==> config.mk <==
export PLATFORM = sky130hd
export DESIGN_NAME = mult_div_unit
export DESIGN_NICKNAME = d
export VERILOG_FILES = /design/src/rtl/mdu_pkg.sv /design/src/rtl/mult_div_unit.sv
export SDC_FILE = /design/constraint.sdc
export NUM_CORES = 1
export LEC_CHECK = 0
export CAP_MARGIN = 10
export CELL_PAD_IN_SITES_DETAIL_PLACEMENT = 2
export CELL_PAD_IN_SITES_GLOBAL_PLACEMENT = 2
export CORE_MARGIN = 5
export CORE_UTILIZATION = 42
export DETAILED_ROUTE_END_ITERATION = 8
export DONT_BUFFER_PORTS = 1
export GPL_TIMING_DRIVEN = 0
export HOLD_SLACK_MARGIN = 0.02
export PLACE_DENSITY_LB_ADDON = 0.1
export SYNTH_ARGS = -nofsm -noshare
export SYNTH_HDL_FRONTEND = slang
export SYNTH_SLANG_ARGS = --single-unit
==> constraint.sdc <==
create_clock -name clock -period 9.8 [get_ports clock]
set_input_delay 2.45 -clock clock [delete_from_list [all_inputs] [get_ports clock]]
set_output_delay 2.45 -clock clock [all_outputs]
set_load 0.02 [all_outputs]
==> src/rtl/mdu_pkg.sv <==
// Shared constants and types for the iterative multiply/divide unit.
// Op encodings follow the operation-select field of the integer execute stage.
package mdu_pkg;

  localparam int MDU_WIDTH = 32;

  // Step counter only has to reach WIDTH-1; keep at least one bit for tiny widths.
  function automatic int mdu_cnt_width(input int width);
    return (width > 1) ? $clog2(width) : 1;
  endfunction

  localparam int MDU_CNT_W = mdu_cnt_width(MDU_WIDTH);

  localparam logic [1:0] OP_MULTU = 2'b00;
  localparam logic [1:0] OP_MULT  = 2'b01;
  localparam logic [1:0] OP_DIVU  = 2'b10;
  localparam logic [1:0] OP_DIV   = 2'b11;

  typedef enum logic [1:0] {
    ST_IDLE = 2'd0,
    ST_CALC = 2'd1,
    ST_FIX  = 2'd2
  } state_t;

endpackage

==> src/rtl/mult_div_unit.sv <==
// Iterative MULT/MULTU/DIV/DIVU unit: one shift-add or restoring-subtract step per
// clock on unsigned magnitudes, with signs applied once in FIX before HI/LO are written.
module mult_div_unit
  import mdu_pkg::*;
#(
  parameter int WIDTH = MDU_WIDTH
) (
  input  logic             clock,
  input  logic             reset_n,
  input  logic             start,
  input  logic [1:0]       op,
  input  logic [WIDTH-1:0] operand_a,
  input  logic [WIDTH-1:0] operand_b,
  output logic             busy,
  output logic             done,
  output logic             div_by_zero,
  output logic [WIDTH-1:0] hi,
  output logic [WIDTH-1:0] lo
);

  localparam int CNT_W = mdu_cnt_width(WIDTH);
  localparam logic [CNT_W-1:0] CNT_LAST = CNT_W'(WIDTH - 1);

  state_t               state_q, state_d;
  logic [CNT_W-1:0]     cnt_q, cnt_d;
  logic [2*WIDTH-1:0]   acc_q, acc_d;
  logic [WIDTH-1:0]     mcand_q, mcand_d;
  logic                 is_div_q, is_div_d;
  logic                 a_neg_q, a_neg_d;
  logic                 b_neg_q, b_neg_d;
  logic                 dbz_flag_q, dbz_flag_d;
  logic                 done_q, done_d;
  logic                 dbz_q, dbz_d;
  logic [WIDTH-1:0]     hi_q, hi_d;
  logic [WIDTH-1:0]     lo_q, lo_d;

  // Magnitudes are formed in WIDTH+1 bits so the most negative value survives negation.
  logic                 in_signed, in_div;
  logic                 in_a_neg, in_b_neg;
  logic [WIDTH:0]       in_a_sext, in_b_sext;
  logic [WIDTH:0]       in_a_mag, in_b_mag;

  assign in_signed = op[0];
  assign in_div    = op[1];
  assign in_a_neg  = in_signed & operand_a[WIDTH-1];
  assign in_b_neg  = in_signed & operand_b[WIDTH-1];
  assign in_a_sext = {in_a_neg, operand_a};
  assign in_b_sext = {in_b_neg, operand_b};
  assign in_a_mag  = in_a_neg ? -in_a_sext : in_a_sext;
  assign in_b_mag  = in_b_neg ? -in_b_sext : in_b_sext;

  // Multiply step: conditional add into the upper half, then shift the pair right.
  logic [WIDTH:0]       mul_sum;
  logic [2*WIDTH-1:0]   acc_mul;

  assign mul_sum = {1'b0, acc_q[2*WIDTH-1:WIDTH]} + {1'b0, mcand_q};
  assign acc_mul = acc_q[0] ? {mul_sum, acc_q[WIDTH-1:1]}
                            : {1'b0, acc_q[2*WIDTH-1:1]};

  // Divide step: upper half is the partial remainder, lower half the quotient.
  logic [WIDTH:0]       rem_sh, rem_sub;
  logic                 rem_ge;
  logic [2*WIDTH-1:0]   acc_div;

  assign rem_sh  = {acc_q[2*WIDTH-1:WIDTH], acc_q[WIDTH-1]};
  assign rem_ge  = rem_sh >= {1'b0, mcand_q};
  assign rem_sub = rem_sh - {1'b0, mcand_q};
  assign acc_div = rem_ge ? {rem_sub[WIDTH-1:0], acc_q[WIDTH-2:0], 1'b1}
                          : {rem_sh[WIDTH-1:0], acc_q[WIDTH-2:0], 1'b0};

  // Sign fix. With a zero divisor the remainder already equals the dividend magnitude,
  // so only the quotient needs forcing.
  logic                 res_neg;
  logic [2*WIDTH-1:0]   prod_fix;
  logic [WIDTH-1:0]     quo_fix, rem_fix;

  assign res_neg  = a_neg_q ^ b_neg_q;
  assign prod_fix = res_neg ? -acc_q : acc_q;
  assign quo_fix  = dbz_flag_q ? '1
                  : (res_neg ? -acc_q[WIDTH-1:0] : acc_q[WIDTH-1:0]);
  assign rem_fix  = a_neg_q ? -acc_q[2*WIDTH-1:WIDTH] : acc_q[2*WIDTH-1:WIDTH];

  always_comb begin
    state_d    = state_q;
    cnt_d      = cnt_q;
    acc_d      = acc_q;
    mcand_d    = mcand_q;
    is_div_d   = is_div_q;
    a_neg_d    = a_neg_q;
    b_neg_d    = b_neg_q;
    dbz_flag_d = dbz_flag_q;
    done_d     = 1'b0;
    dbz_d      = 1'b0;
    hi_d       = hi_q;
    lo_d       = lo_q;

    case (state_q)
      ST_IDLE: begin
        if (start) begin
          is_div_d   = in_div;
          a_neg_d    = in_a_neg;
          b_neg_d    = in_b_neg;
          dbz_flag_d = in_div && (operand_b == '0);
          cnt_d      = '0;
          if (in_div) begin
            mcand_d = in_b_mag[WIDTH-1:0];
            acc_d   = {{WIDTH{1'b0}}, in_a_mag[WIDTH-1:0]};
          end else begin
            mcand_d = in_a_mag[WIDTH-1:0];
            acc_d   = {{WIDTH{1'b0}}, in_b_mag[WIDTH-1:0]};
          end
          state_d = ST_CALC;
        end
      end

      ST_CALC: begin
        acc_d = is_div_q ? acc_div : acc_mul;
        if (cnt_q == CNT_LAST) begin
          cnt_d   = '0;
          state_d = ST_FIX;
        end else begin
          cnt_d = cnt_q + 1'b1;
        end
      end

      ST_FIX: begin
        if (is_div_q) begin
          hi_d = rem_fix;
          lo_d = quo_fix;
        end else begin
          hi_d = prod_fix[2*WIDTH-1:WIDTH];
          lo_d = prod_fix[WIDTH-1:0];
        end
        done_d  = 1'b1;
        dbz_d   = dbz_flag_q;
        state_d = ST_IDLE;
      end

      default: state_d = ST_IDLE;
    endcase
  end

  always_ff @(posedge clock or negedge reset_n) begin
    if (!reset_n) begin
      state_q    <= ST_IDLE;
      cnt_q      <= '0;
      acc_q      <= '0;
      mcand_q    <= '0;
      is_div_q   <= 1'b0;
      a_neg_q    <= 1'b0;
      b_neg_q    <= 1'b0;
      dbz_flag_q <= 1'b0;
      done_q     <= 1'b0;
      dbz_q      <= 1'b0;
      hi_q       <= '0;
      lo_q       <= '0;
    end else begin
      state_q    <= state_d;
      cnt_q      <= cnt_d;
      acc_q      <= acc_d;
      mcand_q    <= mcand_d;
      is_div_q   <= is_div_d;
      a_neg_q    <= a_neg_d;
      b_neg_q    <= b_neg_d;
      dbz_flag_q <= dbz_flag_d;
      done_q     <= done_d;
      dbz_q      <= dbz_d;
      hi_q       <= hi_d;
      lo_q       <= lo_d;
    end
  end

  assign busy        = (state_q != ST_IDLE);
  assign done        = done_q;
  assign div_by_zero = dbz_q;
  assign hi          = hi_q;
  assign lo          = lo_q;

endmodule

# ---- Yosys cells after proc, flatten, opt, wreduce, memory -nomap -nowiden
# Cells that the tools add are included.
dict set report word_totals {
  word_cells 60
  ff_bits 173
  output_inout_bits 67
}
dict set report classes {
  bitwise 3
  add_sub_neg 8
  n_reduce_logical 8
  magnitude_cmp 1
  eq_ne 5
  n_mux 23
}
# op n
set ops {}
lappend ops {{2-to-1 mux 64 bit} 5}
lappend ops {{2-to-1 mux 32 bit} 9}
lappend ops {{negation 32 bit} 4}
lappend ops {{case mux 64 bit (2 select lines)} 1}
lappend ops {{negation 64 bit} 1}
lappend ops {{adder 32 x 32 -> 33 bit} 1}
lappend ops {{greater-or-equal comparator 33 x 32 -> 1 bit} 1}
lappend ops {{zero test 32 bit} 1}
lappend ops {{subtractor 32 bit} 1}
lappend ops {{2-to-1 mux 5 bit} 2}
lappend ops {{case mux 5 bit (2 select lines)} 1}
lappend ops {{AND reduction 2 bit} 3}
lappend ops {{adder 5 x 1 -> 5 bit (second input constant)} 1}
lappend ops {{== test 5 bit (second input constant)} 1}
lappend ops {{2-to-1 mux 2 bit} 2}
lappend ops {{inequality test 2 bit (second input constant)} 2}
lappend ops {{case mux 2 bit (2 select lines)} 1}
lappend ops {{nonzero test 2 bit} 2}
lappend ops {{AND 1 bit} 2}
lappend ops {{== test 2 x 1 -> 1 bit (second input constant)} 1}
lappend ops {{== test 2 bit (second input constant)} 1}
lappend ops {{zero test 2 bit} 1}
lappend ops {{2-to-1 mux 1 bit} 2}
lappend ops {{logical AND 1 bit} 1}
lappend ops {{bitwise XOR 1 bit} 1}

# ---- Logic depth before layout (Yosys ltp)
dict set report depth {
  depth_word 5
  depth_mapped 13
  mapped_depth_nobuf 13
}

# ---- Worst setup path after synthesis
# Ideal clock, no wire load.
dict set report synth_timing {
  path_type {input to register}
  from {input port operand_a[11]}
  to {register mcand_q[26]}
  setup_slack_ns 5.068
  cell_stages 9
  n_path_buf 0
  t_arrival_ns 4.606
  required_ns 9.674
  path_cell_list {or4_4 -> nor4_4 -> or3b_1 -> nor2_2 -> nand3_1 -> o31ai_1 -> xor2_1 -> nor3_1 -> a311o_1}
}
dict set report synth_via {
  elab_chain_cells 3
}
# element line_no
set synth_rtl {}
lappend synth_rtl {{start, declared} mult_div_unit.sv:12} ;# input logic [WIDTH-1:0] operand_a,
lappend synth_rtl {{negation 32 bit} mult_div_unit.sv:49} ;# assign in_a_mag = in_a_neg ? -in_a_sext : in_a_sext;
lappend synth_rtl {{2-to-1 mux 32 bit} mult_div_unit.sv:49}
lappend synth_rtl {{2-to-1 mux 32 bit} mult_div_unit.sv:105} ;# if (in_div) begin
lappend synth_rtl {{end signal, assigned} mult_div_unit.sv:161} ;# mcand_q <= mcand_d;
lappend synth_rtl {{end, declared} mult_div_unit.sv:27} ;# logic [WIDTH-1:0] mcand_q, mcand_d;
# Every way passes these cells.
# A chain may end at the register's enable or synchronous reset.

# ---- Worst setup path after layout
dict set report layout_timing {
  from {input port operand_b[5]}
  to {register acc_q[17]}
}
dict set report layout_via {
  elab_chain_cells 5
}
# element line_no
set layout_rtl {}
lappend layout_rtl {{start, declared} mult_div_unit.sv:13} ;# input logic [WIDTH-1:0] operand_b,
lappend layout_rtl {{negation 32 bit} mult_div_unit.sv:50} ;# assign in_b_mag = in_b_neg ? -in_b_sext : in_b_sext;
lappend layout_rtl {{2-to-1 mux 32 bit} mult_div_unit.sv:50}
lappend layout_rtl {{2-to-1 mux 32 bit} mult_div_unit.sv:105}
lappend layout_rtl {{2-to-1 mux 64 bit} mult_div_unit.sv:99} ;# if (start) begin
lappend layout_rtl {{case mux 64 bit (2 select lines)} mult_div_unit.sv:97} ;# case (state_q)
lappend layout_rtl {{end signal, assigned} mult_div_unit.sv:147} ;# acc_q <= '0;
lappend layout_rtl {{end signal, assigned} mult_div_unit.sv:160} ;# acc_q <= acc_d;
lappend layout_rtl {{end, declared} mult_div_unit.sv:26} ;# logic [2*WIDTH-1:0] acc_q, acc_d;
# Every way passes these cells. The select of a mux whose other input is x is not followed.

==> flow_summary.ini <==
[synthesis]
synth-main-ff-cell = dfrtp_1
synthArstFlopShare_pct = 100
synth_enable_flop_cells = 0
ys_seq_elements = 173
ys_warn_count = 0
synth.distinct_cells = 86
synth_area_per_cell_sq_um = 7.85
synth_area_sq_um = 15100
yosysSeqAreaShare_pct = 28.7
synthCells = 1918
synth_nets = 2059

[cts]
path_clk_slew_ns = 0.08
hold_buffers = 0
tritoncts = yes
cts_resized = 0
postCtsSetupBuffers = 0
cts_buffers = 17
cts_max_level = 4
cts_root_buffer = clkbuf_16
insertion_delay_ns = 0.48
cts_sinks = 173
clk_path_buf_depth = 2

[place]
dp_cells = 2379
gp_congestion = 0.976
io_buffers = 0
detailed_place_hpwl_microns = 55300
place_ws_ns = 4.39
placed_area_sq_um = 15600

[drt]
drc = 0
routed_via_density = 6.60
vias = 15900
firstDrtPassIters = 5
wl_per_cell_microns = 29.7
ant_nets = 0
drt_iter0_markers = 1006
wl_microns = 71700

[worst_setup_path]
critPathMaxFanout = 7
cp_data_arrival_time_ns = 5.44
crit_required_ns = 10.21
startpoint_type = input pin
worstSetupEndpointType = flop
worstSetupPathType = input pin to flop

[floorplanning]
die-area_sq_um = 39800
initial_core_util_pct = 42.5
rows = 69
core_area_sq_um = 35500
io_pins = 136
die_w_microns = 199
die_h_microns = 199

[timing]
relSlewSlack_pct = 15.8
fmax_mhz = 199
finalHoldWorstSlack_ns = 0.557
setup_ws_ns = 4.77
setup_viol = 0
rsz0062_at_grt = false
finalCritPeriodShare_pct = 51.4
fin_skew_ns = 0.0153
tns_ns = 0
fin_crit_ns = 5.03
tightest_slew_ns = 1.26
finalHoldViolCount = 0
report.final.slew_viol_count = 0

[global_route]
grt.total_usage_pct = 35.3
overflow = 0
antenna_found_initial = 3
grt_start_max_net_pins = 174
grt_pass1_vias = 17100
grt_pass1_wl_microns = 106000

[pwr]
ir_drop_v = 0.000208
p_int_mw = 3.25
netSwitchingFraction_pct = 56.2
power_per_cell_area_nw_per_um2 = 457
p_leak_nw = 6.41
combinationalPowerShare_pct = 70.4
p_sw_mw = 4.17
seqPwrFrac_pct = 19.9
p_clk_share_pct = 9.7
power.total_mw = 7.43

[cells_and_area]
fin_cells = 2411
multiInputGateArea_sq_um = 9890
n_fill_cell = 4106
stdcell_area_sq_um = 16200
syn2layout_area_growth_pct = 7.82
diodes = 0
fin_util_pct = 45.8
final_layout_size_suffix_gt1_share_pct = 3.74
layout.area.seq_sq_um = 4330
final_nets = 2078

[run_status]
status = complete, no violations

[worst_hold_path]
worstHoldPathType = flop to flop

[run]
drv_cap = 0
## placed cells by master (no fill, tap or decap), types with 11 or more instances in the layout
cell       instances
clkbuf_16         17
a32o_1            11
o31ai_1           27
buf_1             13
a211oi_1          60
nand4_1           15
nor2_1           186
and3_1            13
o21ai_0          115
nor3_1            43
nand3_1           40
ha_1              70
nand2_1          194
clkbuf_1         109
a21oi_1          190
nand2b_1          12
dfrtp_1          173
xnor2_1           96
a31oi_1           32
xor2_1            78
nor2b_1           13
nor4_1            13
a21o_1            34
mux2i_1           45
or3_1             12
or4_1             14
o21ai_1           58
o211ai_1          27
and2_1            17
inv_1             58
## cells in the mapped netlist, drive strengths merged, types with 5 or more instances
library cell,n,area (sq um)
nand2,194,728
a21oi,191,960
nor2,187,704
dfrtp,173,4330
o21ai,173,866
clkbuf,114,488
xnor2,96,841
xor2,78,683
ha,70,876
a211oi,61,463
inv,59,221
mux2i,45,450
nor3,45,235
nand3,40,200
a21o,35,264
a31oi,32,200
o211ai,27,203
o31ai,27,203
buf,21,129
and2,17,106
nand4,15,93.8
nor4,15,115
or4,15,116
and3,13,81.3
nor2b,13,81.3
nand2b,12,75.1
or3,12,75.1
a221oi,11,131
a32o,11,110
a211o,9,87.6
o21a,8,60.1
o41ai,8,77.6
or2,7,43.8
mux2,6,67.6
nor3b,6,45.0
o211a,5,50.1
o21bai,5,37.5
## state kept, by name, indices dropped and copies added (netlist names)
signal and count:
acc_q 64, hi 32, done 1, a_neg_q 1, cnt_q 5, dbz_flag_q 1, lo 32, state_q 2
is_div_q 1, div_by_zero 1, mcand_q 32, b_neg_q 1
## power groups by stage
| stage | sequential, mW | combinational [mW] | clock [mW] |
|---|---|---|---|
| after floorplan | 1.27 | 3.59 | 0 |
| after global placement | 1.45 | 4.83 | 0 |
| after detailed placement | 1.47 | 5.05 | 0 |
| after CTS | 1.46 | 5.13 | 0.720 |
| after global routing | 1.50 | 5.61 | 0.751 |
| final | 1.48 | 5.23 | 0.722 |
## cell families (layout without fill, tap and decap cells)
kind of cell,after synthesis,in the layout,share of synthesized area [%]
AOI/OAI and AO/OA,645,645,27.2
and+or+nand+nor,607,607,18.9
buffers and inverters,196,228,5.62
xor gates and xnor gates,174,174,10.1
DFF,173,173,28.7
adders and majority gates,72,72,6.08
muxes,51,51,3.44
## area by class of cell
cell class	count	area share [%]
Clock inverter	14	1.06
Clock buffer	18	2.64
Sequential cell	173	26.7
Multi-Input combinational cell	1549	60.9
Inverter	61	1.41
Tap cell	461	3.55
Buffer	135	3.80
## per-layer routing
| layer | track usage (%) | vias up | share of wire, % |
|---|---|---|---|
| li1 | - | 6979 | - |
| met1 | 45.7 | 8172 | 43 |
| met2 | 57.5 | 602 | 46 |
| met3 | 7.28 | 162 | 6.7 |
| met4 | 15.0 | 2 | 4.6 |
| met5 | 0 | - | 0.020 |
## worst paths after layout
path	slack, ns	end	startpoint	depth (start not counted)
worst max-delay path	4.77	acc_q[17]	operand_b[5]	9
worst min-delay path	0.56	mcand_q[1]	mcand_q[1]	2
worst max register to register	5.15	acc_q[62]	mcand_q[26]	12
worst min register to register	0.56	mcand_q[1]	mcand_q[1]	2
max in group asynchronous	7.69	acc_q[46]	reset_n	0
min in group asynchronous	1.67	hi[22]	reset_n	0
## worst max-delay path, stage by stage
cell and delay, ns:
nor4_1 0.67, nand2_1 0.24, nor3_2 0.58, a21oi_1 0.18, xor2_1 0.32, nor2_1 0.10, a211oi_1 0.67, a211oi_1 0.09
a21oi_1 0.15
Power figures use the tool's default switching activity.
